## src/rtl/kuznechik_pkg.sv

```systemverilog
// rtl/kuznechik_pkg.sv - shared types for the kuznechik cipher arbiter
package kuznechik_pkg;

    localparam int KUZ_BLOCK_W = 128;

    typedef logic [KUZ_BLOCK_W-1:0] kuz_block_t;

    typedef enum logic [2:0] {
        IDLE,
        ISSUE,
        WAIT,
        ACK,
        RESP
    } arb_state_e;

endpackage

```

## src/rtl/kuznechik_cipher_arbiter_if.sv

```systemverilog
// rtl/kuznechik_cipher_arbiter_if.sv - requester and cipher-core handshake bundle
interface kuznechik_cipher_arbiter_if #(
    parameter int N_REQ = 2
);
    import kuznechik_pkg::*;

    logic [N_REQ-1:0]             req_valid_i;
    logic [N_REQ-1:0]             req_ready_o;
    kuz_block_t [N_REQ-1:0]       req_data_i;
    logic [N_REQ-1:0]             rsp_valid_o;
    logic [N_REQ-1:0]             rsp_ready_i;
    kuz_block_t                   rsp_data_o;
    logic                         rsp_err_o;
    logic                         cipher_rst_o;
    logic                         cipher_req_o;
    logic                         cipher_ack_o;
    kuz_block_t                   cipher_data_o;
    logic                         cipher_busy_i;
    logic                         cipher_valid_i;
    kuz_block_t                   cipher_data_i;

    modport slave (
        input  req_valid_i, req_data_i, rsp_ready_i,
        input  cipher_busy_i, cipher_valid_i, cipher_data_i,
        output req_ready_o, rsp_valid_o, rsp_data_o, rsp_err_o,
        output cipher_rst_o, cipher_req_o, cipher_ack_o, cipher_data_o
    );

    modport master (
        output req_valid_i, req_data_i, rsp_ready_i,
        output cipher_busy_i, cipher_valid_i, cipher_data_i,
        input  req_ready_o, rsp_valid_o, rsp_data_o, rsp_err_o,
        input  cipher_rst_o, cipher_req_o, cipher_ack_o, cipher_data_o
    );

endinterface

```

## src/rtl/kuznechik_rr_arbiter.sv

```systemverilog
// rtl/kuznechik_rr_arbiter.sv - combinational round-robin pick starting at ptr
module kuznechik_rr_arbiter #(
    parameter  int N_REQ = 2,
    localparam int IDX_W = $clog2(N_REQ)
) (
    input  logic [N_REQ-1:0] req,
    input  logic [IDX_W-1:0] ptr,
    output logic [N_REQ-1:0] gnt,
    output logic [IDX_W-1:0] idx
);

    logic             found;
    logic [IDX_W-1:0] j;

    always_comb begin
        gnt   = '0;
        idx   = '0;
        found = 1'b0;
        j     = '0;
        for (int i = 0; i < N_REQ; i++) begin
            j = IDX_W'((int'(ptr) + i) % N_REQ);
            if (!found && req[j]) begin
                found  = 1'b1;
                gnt[j] = 1'b1;
                idx    = j;
            end
        end
    end

endmodule

```

## src/rtl/kuznechik_cipher_arbiter.sv

```systemverilog
// rtl/kuznechik_cipher_arbiter.sv - round-robin sharing of one kuznechik core with watchdog
module kuznechik_cipher_arbiter
    import kuznechik_pkg::*;
#(
    parameter int N_REQ          = 2,
    parameter int TIMEOUT_CYCLES = 64
) (
    input  logic                      clk_i,
    input  logic                      rst_i,
    kuznechik_cipher_arbiter_if.slave bus,
    output logic                      busy_o
);

    localparam int               IDX_W    = $clog2(N_REQ);
    localparam int               CNT_W    = $clog2(TIMEOUT_CYCLES);
    localparam logic [CNT_W-1:0] CNT_LAST = CNT_W'(TIMEOUT_CYCLES - 1);
    localparam logic [IDX_W-1:0] IDX_LAST = IDX_W'(N_REQ - 1);

    arb_state_e       state, state_nxt;
    kuz_block_t       operand, result;
    logic             err;
    logic [IDX_W-1:0] owner, ptr, gnt_idx;
    logic [N_REQ-1:0] gnt, owner_oh;
    logic [CNT_W-1:0] cnt;
    logic             timeout, owner_ready;

    kuznechik_rr_arbiter #(.N_REQ(N_REQ)) u_rr (
        .req (bus.req_valid_i),
        .ptr (ptr),
        .gnt (gnt),
        .idx (gnt_idx)
    );

    assign timeout     = (cnt == CNT_LAST);
    assign owner_ready = bus.rsp_ready_i[owner];

    always_comb begin
        owner_oh        = '0;
        owner_oh[owner] = 1'b1;
    end

    always_ff @(posedge clk_i) begin
        if (rst_i) state <= IDLE;
        else       state <= state_nxt;
    end

    // A core still busy or holding a stale valid (e.g. recovering from a soft reset) stalls ISSUE
    always_comb begin
        state_nxt = state;
        case (state)
            IDLE:    if (|bus.req_valid_i) state_nxt = ISSUE;
            ISSUE:   if (!bus.cipher_busy_i && !bus.cipher_valid_i) state_nxt = WAIT;
            WAIT: begin
                if (bus.cipher_valid_i) state_nxt = ACK;
                else if (timeout)       state_nxt = RESP;
            end
            ACK:     state_nxt = RESP;
            RESP:    if (owner_ready) state_nxt = IDLE;
            default: state_nxt = IDLE;
        endcase
    end

    always_comb begin
        busy_o           = (state != IDLE);
        bus.req_ready_o  = (state == IDLE) ? gnt : '0;
        bus.cipher_req_o = (state == ISSUE) && !bus.cipher_busy_i && !bus.cipher_valid_i;
        bus.cipher_ack_o = (state == ACK);
        bus.cipher_rst_o = (state == WAIT) && !bus.cipher_valid_i && timeout;
        bus.rsp_valid_o  = (state == RESP) ? owner_oh : '0;
    end

    assign bus.rsp_data_o    = result;
    assign bus.rsp_err_o     = err;
    assign bus.cipher_data_o = operand;

    // Valid beats the watchdog when both land in the same WAIT cycle
    always_ff @(posedge clk_i) begin
        if (rst_i) begin
            operand <= '0;
            result  <= '0;
            err     <= 1'b0;
            owner   <= '0;
            ptr     <= '0;
            cnt     <= '0;
        end else begin
            case (state)
                IDLE: begin
                    if (|bus.req_valid_i) begin
                        operand <= bus.req_data_i[gnt_idx];
                        owner   <= gnt_idx;
                    end
                end
                ISSUE: cnt <= '0;
                WAIT: begin
                    if (bus.cipher_valid_i) begin
                        result <= bus.cipher_data_i;
                        err    <= 1'b0;
                    end else if (timeout) begin
                        result <= '0;
                        err    <= 1'b1;
                    end else begin
                        cnt <= cnt + 1'b1;
                    end
                end
                RESP: begin
                    if (owner_ready) ptr <= (owner == IDX_LAST) ? '0 : owner + 1'b1;
                end
                default: ;
            endcase
        end
    end

endmodule

```

## src/flat_wrapper.sv

```systemverilog
// flat-port wrapper written by rule: the top's interface ports become plain ports
module kuznechik_cipher_arbiter_flat import kuznechik_pkg::*;
#(
    parameter int N_REQ          = 2,
    parameter int TIMEOUT_CYCLES = 64
)
  (clk_i, rst_i, busy_o, bus_req_valid_i, bus_req_data_i, bus_rsp_ready_i, bus_cipher_busy_i, bus_cipher_valid_i, bus_cipher_data_i, bus_req_ready_o, bus_rsp_valid_o, bus_rsp_data_o, bus_rsp_err_o, bus_cipher_rst_o, bus_cipher_req_o, bus_cipher_ack_o, bus_cipher_data_o);
  kuznechik_cipher_arbiter_if #(.N_REQ(N_REQ)) bus_i ();
  input  logic clk_i;
  input  logic rst_i;
  output logic busy_o;
  input wire logic [$bits(bus_i.req_valid_i)-1:0] bus_req_valid_i;
  input wire logic [$bits(bus_i.req_data_i)-1:0] bus_req_data_i;
  input wire logic [$bits(bus_i.rsp_ready_i)-1:0] bus_rsp_ready_i;
  input wire logic [$bits(bus_i.cipher_busy_i)-1:0] bus_cipher_busy_i;
  input wire logic [$bits(bus_i.cipher_valid_i)-1:0] bus_cipher_valid_i;
  input wire logic [$bits(bus_i.cipher_data_i)-1:0] bus_cipher_data_i;
  output wire logic [$bits(bus_i.req_ready_o)-1:0] bus_req_ready_o;
  output wire logic [$bits(bus_i.rsp_valid_o)-1:0] bus_rsp_valid_o;
  output wire logic [$bits(bus_i.rsp_data_o)-1:0] bus_rsp_data_o;
  output wire logic [$bits(bus_i.rsp_err_o)-1:0] bus_rsp_err_o;
  output wire logic [$bits(bus_i.cipher_rst_o)-1:0] bus_cipher_rst_o;
  output wire logic [$bits(bus_i.cipher_req_o)-1:0] bus_cipher_req_o;
  output wire logic [$bits(bus_i.cipher_ack_o)-1:0] bus_cipher_ack_o;
  output wire logic [$bits(bus_i.cipher_data_o)-1:0] bus_cipher_data_o;
  assign bus_i.req_valid_i = bus_req_valid_i;
  assign bus_i.req_data_i = bus_req_data_i;
  assign bus_i.rsp_ready_i = bus_rsp_ready_i;
  assign bus_i.cipher_busy_i = bus_cipher_busy_i;
  assign bus_i.cipher_valid_i = bus_cipher_valid_i;
  assign bus_i.cipher_data_i = bus_cipher_data_i;
  assign bus_req_ready_o = bus_i.req_ready_o;
  assign bus_rsp_valid_o = bus_i.rsp_valid_o;
  assign bus_rsp_data_o = bus_i.rsp_data_o;
  assign bus_rsp_err_o = bus_i.rsp_err_o;
  assign bus_cipher_rst_o = bus_i.cipher_rst_o;
  assign bus_cipher_req_o = bus_i.cipher_req_o;
  assign bus_cipher_ack_o = bus_i.cipher_ack_o;
  assign bus_cipher_data_o = bus_i.cipher_data_o;
  kuznechik_cipher_arbiter #(.N_REQ(N_REQ), .TIMEOUT_CYCLES(TIMEOUT_CYCLES)) u_core (.clk_i(clk_i), .rst_i(rst_i), .bus(bus_i), .busy_o(busy_o));
endmodule
```

## config.mk

```make
export PLATFORM = sky130hd
export DESIGN_NAME = kuznechik_cipher_arbiter_flat
export DESIGN_NICKNAME = d
export VERILOG_FILES = /design/src/rtl/kuznechik_pkg.sv /design/src/rtl/kuznechik_cipher_arbiter_if.sv /design/src/rtl/kuznechik_rr_arbiter.sv /design/src/rtl/kuznechik_cipher_arbiter.sv /design/src/flat_wrapper.sv
export SDC_FILE = /design/constraint.sdc
export NUM_CORES = 1
export LEC_CHECK = 0
export ABC_AREA = 0
export CORE_AREA = 2 2 258 260
export CTS_CLUSTER_DIAMETER = 30
export DETAILED_ROUTE_END_ITERATION = 10
export DIE_AREA = 0 0 260 262
export HOLD_SLACK_MARGIN = 0.12
export SKIP_CTS_REPAIR_TIMING = 1
export SYNTH_ARGS = -nofsm -noshare
export SYNTH_HDL_FRONTEND = slang
export SYNTH_SLANG_ARGS = --single-unit
```

## constraint.sdc

```tcl
create_clock -name clk_i -period 1.75 [get_ports clk_i]
set_input_delay 0.175 -clock clk_i [delete_from_list [all_inputs] [get_ports clk_i]]
set_output_delay 0.175 -clock clk_i [all_outputs]
set_load 0.03 [all_outputs]
```

==> results of run 1 <==
power by group through the flow:
stage                     combinational (W)  sequential (W)  clock [W]
after global placement              0.00423         0.00684          0
after floorplan                     0.00144         0.00754          0
after global routing                0.00484         0.00677     0.0143
after detailed placement            0.00429         0.00685          0
after CTS                           0.00431         0.00675     0.0139
final                               0.00458         0.00673     0.0136
how the worst max path moves through the flow:
stage,from,endpoint,cells past startpoint
2_1_floorplan,u_core.state[1],bus_req_ready_o[0],5
3_3_place_gp,bus_req_valid_i[0],u_core.bus.cipher_data_o[116],7
3_5_place_dp,bus_req_valid_i[0],u_core.bus.cipher_data_o[92],7
4_1_cts,u_core.state[2],busy_o,3
5_1_grt,u_core.state[0],bus_req_ready_o[0],5
6_report,u_core.state[0],bus_req_ready_o[0],5
worst max-delay path, stage by stage (launching register included):
cell and delay, ps:
dfxtp_2 320, or3_4 410, buf_6 140, or2_4 230, a21oi_4 120, buf_6 150
per-stage QoR:
step / total power (W) / hold slack, ps / util [%] / TNS [ps] / instance area [µm²]
after floorplan: 0.008986 / 307.7 / - / 0 / 10810
after global placement: 0.01107 / 424.0 / 28.55 / -11060 / 18640
after detailed placement: 0.01114 / 433.2 / 28.55 / -17860 / 18640
after CTS: 0.02499 / -236.3 / 32.47 / -27080 / 21190
after global routing: 0.02586 / 141.3 / 34.27 / -22000 / 22370
final: 0.02492 / 168.3 / 34.28 / -9742 / 22380
cell type report:
class	count	area, µm²	area share (%)
clock buffers	96	2064	9.226
inverters	4	17.52	0.07828
repair buffers	749	8237	36.81
diodes	2	5.005	0.02237
flip-flops and latches	268	5371	24.00
clock inverters	34	491.7	2.197
multi-input cells	589	5109	22.83
well taps	864	1081	4.831
cells in the mapped netlist (all sizes together):
cell type  count  area share, %
a2111oi        1          0.081
a211o          2           0.16
a211oi       131             15
a21o           1          0.070
a21oi          4           0.19
a221oi         1          0.081
a22o         128             10
a2bb2oi        2           0.16
a31oi          3           0.17
and2           1          0.058
and3           4           0.23
buf           67            3.7
clkbuf        23           0.80
dfxtp        268             50
ha             1           0.12
inv            4           0.14
mux2i        128             12
nand2          4           0.14
nand2b         3           0.17
nand3          6           0.28
nand3b         3           0.21
nor2         140            4.9
nor2b          1          0.058
nor3           3           0.14
nor4           2           0.12
nor4b          2           0.16
o211ai         1          0.070
o21ai          4           0.19
o21bai         1          0.070
o311ai         1          0.081
o31a           1          0.081
o31ai          3           0.25
or2            2           0.12
or3            2           0.12
or4            2           0.14
or4b           1           0.13
sequential cells by signal, summed over array words and instances (netlist names):
name                      cells
u_core.bus.cipher_data_o    128
u_core.cnt                    6
u_core.bus.rsp_data_o       128
u_core.ptr                    1
u_core.bus.rsp_err_o          1
u_core.owner                  1
u_core.state                  3
routing by layer:
layer	global-route usage [%]	wire [µm]	vias to the layer above
li1	-	-	5060
met4	6.737	2018	4
met3	4.630	4670	94
met5	0	30	-
met2	21.08	23810	535
met1	12.15	17100	4947
cell families (layout without fill, tap and decap cells):
group | count (synthesis) | after routing
simple gates | 176 | 176
compound gates | 284 | 284
fa+ha+maj | 1 | 1
buf+inv | 94 | 883
mux | 128 | 128
other cells | 0 | 2
flops | 268 | 268
==> metrics, run 1 <==
Seq/Total Area, Yosys=49.67%; PwrDens=1114 nW/µm²; largest net degree at the start of global routing=71; CTS Sinks=268; maximum vdd ir drop=0.0007516 V; core region area=65280 µm²; commonest cells after routing, fill and taps aside=clkdlybuf4s50_1, dfxtp_1, dlymetal6s2s_1; Simple-Gate Fraction of Synth Area=6.996%; setup ws final=-405.5 ps; area grow syn2layout=107.2%; Setup Skew=48.60 ps; worst-margin pin slew=630.6 ps; main combinational cell family by area after synthesis=compound AO/OA/AOI/OAI gates; CTS root buffer=clkbuf_16; register share of total power=27.0%; most common cell after layout, fill and taps aside=clkdlybuf4s50_1; dpl hpwl=34.18 mm; Synth Cell Area=10800 µm²; clock-pin slew on the worst setup and hold paths=40 ps; Layout fillers=6410; pre-CTS setup slack=-259.5 ps; fin nets=2078; worst reg2reg setup slack=-160 ps; CTS tree=yes; worst endpoint required time=1570 ps; Synth Register Bits=268; total DRC errors in the routed layout=0; Syn Inst Count=951; R2R Path End=u_core.cnt[5]; initial antenna violation count=4; post-synthesis mux area share=11.86%; port buffer count=656; failing checks=negative setup slack; Cells after DPL=2447; fmax=463.9 MHz; Initial Util=16.55%; GP Congestion=0.7755; Synth Area in XOR/XNOR=0%; hold path endpoint=u_core.bus.rsp_data_o[20]; Switch Pwr=0.006729 W; DRT iter0 DRCs=302; remaining global-route overflow=0; drt wl/cell=18.28 µm; Yosys warnings=0; Antenna Violating Nets Remaining=0; Post-Route WL=47.63 mm; RSZ-0062 raised after global routing=yes; CP Max Fanout=4; Max Slew Vio Count=0; synth unique cells=43; compound-cell area share of the yosys netlist=26.70%; layout cells sized above 1=21.84%; Gate power share=18.4%; GR Util All Layers=11.98%; Int Pwr=0.01819 W; relative slew slack=57.96%; P_leak=11.64 nW; RR Startpoint=u_core.state[2]; CTS H-Tree Depth=3; critical path endpoint category=output port; worst hold path stage count=2; final hold vios=0; DIE AREA=68120 µm²; Vias/cell=4.083; max cap viols=0; first-pass GRT wire length=62.58 mm; CTS buffer count=73; Clk pwr share=54.6%; Die Ht=262 µm; Initial DRT Pass Iterations=4; Clock Tree Buf Depth=3; Final setup viols=210; post-synthesis average cell area=11.36 µm²; Critical Path Start Type=register; min-delay src=bus_cipher_data_i[20]; Cell Count, Final, Fillers Out=2606; row cnt=94; syn_nets=1344; worst-skew pair later-pin latency=610 ps; die width=260 µm; status=finished, violations left; Net Sw Frac=27.00%; Critical Path AT=1980 ps; Via Count=10640; Hold Crit Class=input port to register; number of global-route vias before repair=10600; Ports=657; Final period util=123.2%; fin crit period=2155 ps; Crit Path Class=register to output port; R2R depth=7; Adder-Cell Fraction of Synth Area=0.1158%
(Power assumes the default switching activity.)
==> run 2: changes to the inputs <==
Settings changed: REMOVE_ABC_BUFFERS set to 1.
==> run 2 against run 1 <==
Against the previous run:
- critical endpoint unchanged
- die area did not move
- hold slack got worse by 11 ps
- largest cell class unchanged
- combinational power rose by 13%
- critical path type unchanged
- highest routed layer unchanged
- the flow still finishes with violations (negative setup slack)
==> metrics, run 2 (synthesis gave the netlist of run 1 again) <==
Initial Util=16.55% (unchanged); Clock Tree Buf Depth=3 (unchanged); RSZ-0062 raised after global routing=yes; critical-path cell list=or3_4 -> or2_4 -> a21oi_4 -> buf_6 -> buf_12; initial antenna violation count=21 (+17); worst-margin pin slew=838.0 ps (+207.4 ps); area of the multi-input gates=5154 µm² (+0.88%); Die Ht=262 µm (unchanged); CTS root buffer=clkbuf_16; fin crit period=2199 ps (+43.59 ps); Via Count=11180 (+5.1%); stages on the worst setup path=5 (unchanged); P_leak=13.39 nW (+15%); CTS tree=yes; Critical Path AT=2020 ps (+40 ps); die width=260 µm (unchanged); fmax=454.7 MHz (-2.0%); relative slew slack=44.13% (-14 points); total DRC errors in the routed layout=0 (unchanged); Max Slew Vio Count=0 (unchanged); RR Startpoint=u_core.state[0]; GP Congestion=0.8254 (+6.4%); Final period util=125.7% (+2.5 points); CTS buffer count=75 (+2.7%); setup tns final=-2525 ps (+7217 ps); worst-skew pair later-pin latency=610 ps (about the same); max cap viols=0 (unchanged); worst reg2reg setup slack=-130 ps (+30 ps); worst endpoint required time=1570 ps (about the same); setup ws final=-449.1 ps (-43.58 ps); Hold Crit Class=input port to register; Initial DRT Pass Iterations=5 (+1); dpl hpwl=45.80 mm (+34%); CP Max Fanout=4 (unchanged); drt wl/cell=22.65 µm (+24%); fin nets=2140 (+3.0%); status=finished, violations left; PwrDens=1105 nW/µm² (-0.81%); R2R Path End=u_core.cnt[5]; met3 WL=5.825 mm (+25%); origin of the worst setup path=u_core.state[0]; Post-Route WL=60.44 mm (+27%); Crit Path Class=register to output port; GR Util All Layers=15.52% (+3.5 points); CTS H-Tree Depth=3 (unchanged); CTS Sinks=268 (unchanged); routed wl met2=31.52 mm (+32%); maximum vdd ir drop=0.001023 V (+36%); crit path to=bus_req_ready_o[0]; DIE AREA=68120 µm² (unchanged); largest net degree at the start of global routing=69 (-2.8%); DRT iter0 DRCs=611 (+100%); Crit path max-delay family=simple AND/OR/NAND/NOR gates; commonest cells after routing, fill and taps aside=clkdlybuf4s50_1, dfxtp_1, dlymetal6s2s_1; Ports=657 (unchanged); Layout fillers=6375 (-0.55%); Vias/cell=4.188 (+2.6%); Buf+Inv Stages, Crit Path=2 (unchanged); core region area=65280 µm² (unchanged); slowest CP cell=or3_4; number of global-route vias before repair=11030 (+4.1%); port buffer count=656 (unchanged); Final Core Density=36.13% (+1.8 points); Setup Skew=61.40 ps (+12.80 ps); failing checks=negative setup slack; layout cells sized above 1=25.46% (+3.6 points); row cnt=94 (unchanged); final hold vios=0 (unchanged); Antenna Violating Nets Remaining=0 (unchanged); top sig layer=met5; remaining global-route overflow=0 (unchanged); M1 wire length=20.91 mm (+22%); Power, Total=0.02605 W (+4.5%); first-pass GRT wire length=76.53 mm (+22%); most common cell after layout, fill and taps aside=clkdlybuf4s50_1; R2R depth=6 (-1); area grow syn2layout=118.3%; clock-pin slew on the worst setup and hold paths=50 ps (about the same); Critical Path Start Type=register; register area=5371 µm² (unchanged); Final setup viols=34 (-84%); max incr delay on CP=420 ps (about the same); critical path endpoint category=output port
[run 2: worst min path at each step]
stage,start,endpoint,slack (ps),cells after the start
5_1_grt,bus_cipher_data_i[52],u_core.bus.rsp_data_o[52],130,2
3_5_place_dp,u_core.bus.rsp_data_o[10],u_core.bus.rsp_data_o[10],450,1
2_1_floorplan,rst_i,u_core.bus.cipher_data_o[100],240,1
3_3_place_gp,u_core.bus.rsp_data_o[71],u_core.bus.rsp_data_o[71],460,1
4_1_cts,rst_i,u_core.cnt[1],-60,3
6_report,bus_cipher_data_i[52],u_core.bus.rsp_data_o[52],160,2
[run 2: cell type report]
class,instances,area share (%)
timing repair buffer,809,39.45
multi-input combinational,589,21.85
inverter,4,0.06366
antenna,2,0.02122
sequential,268,22.78
clock buffer,96,8.717
tap,864,4.584
clock inverter,37,2.541
[run 2: power breakdown]
part / leakage (nW) / internal [W] / switching, W
combinational: 9.93 / 0.00270 / 0.00249
clock: 1.27 / 0.00970 / 0.00442
sequential: 2.19 / 0.00652 / 0.000226
total: 13.4 / 0.0189 / 0.00714
[run 2: per-layer routing]
layer | vias to the layer above | global-route usage, %
met5 | - | 0
met4 | 10 | 6.178
met3 | 133 | 5.970
met2 | 594 | 28.97
met1 | 5265 | 15.39
li1 | 5176 | -
[run 2: through the flow]
stage / worst slack (ps) / cells / cell area (µm²) / hold slack [ps]
final: -449.1 / 2669 / 23580 / 157.0
after global placement: -286.6 / 2463 / 18840 / 456.7
after detailed placement: -327.6 / 2463 / 18840 / 453.2
after global routing: -498.6 / 2667 / 23580 / 125.7
after floorplan: -8527 / 861 / 10310 / 239.6
after CTS: -859.1 / 2596 / 21490 / -61.14
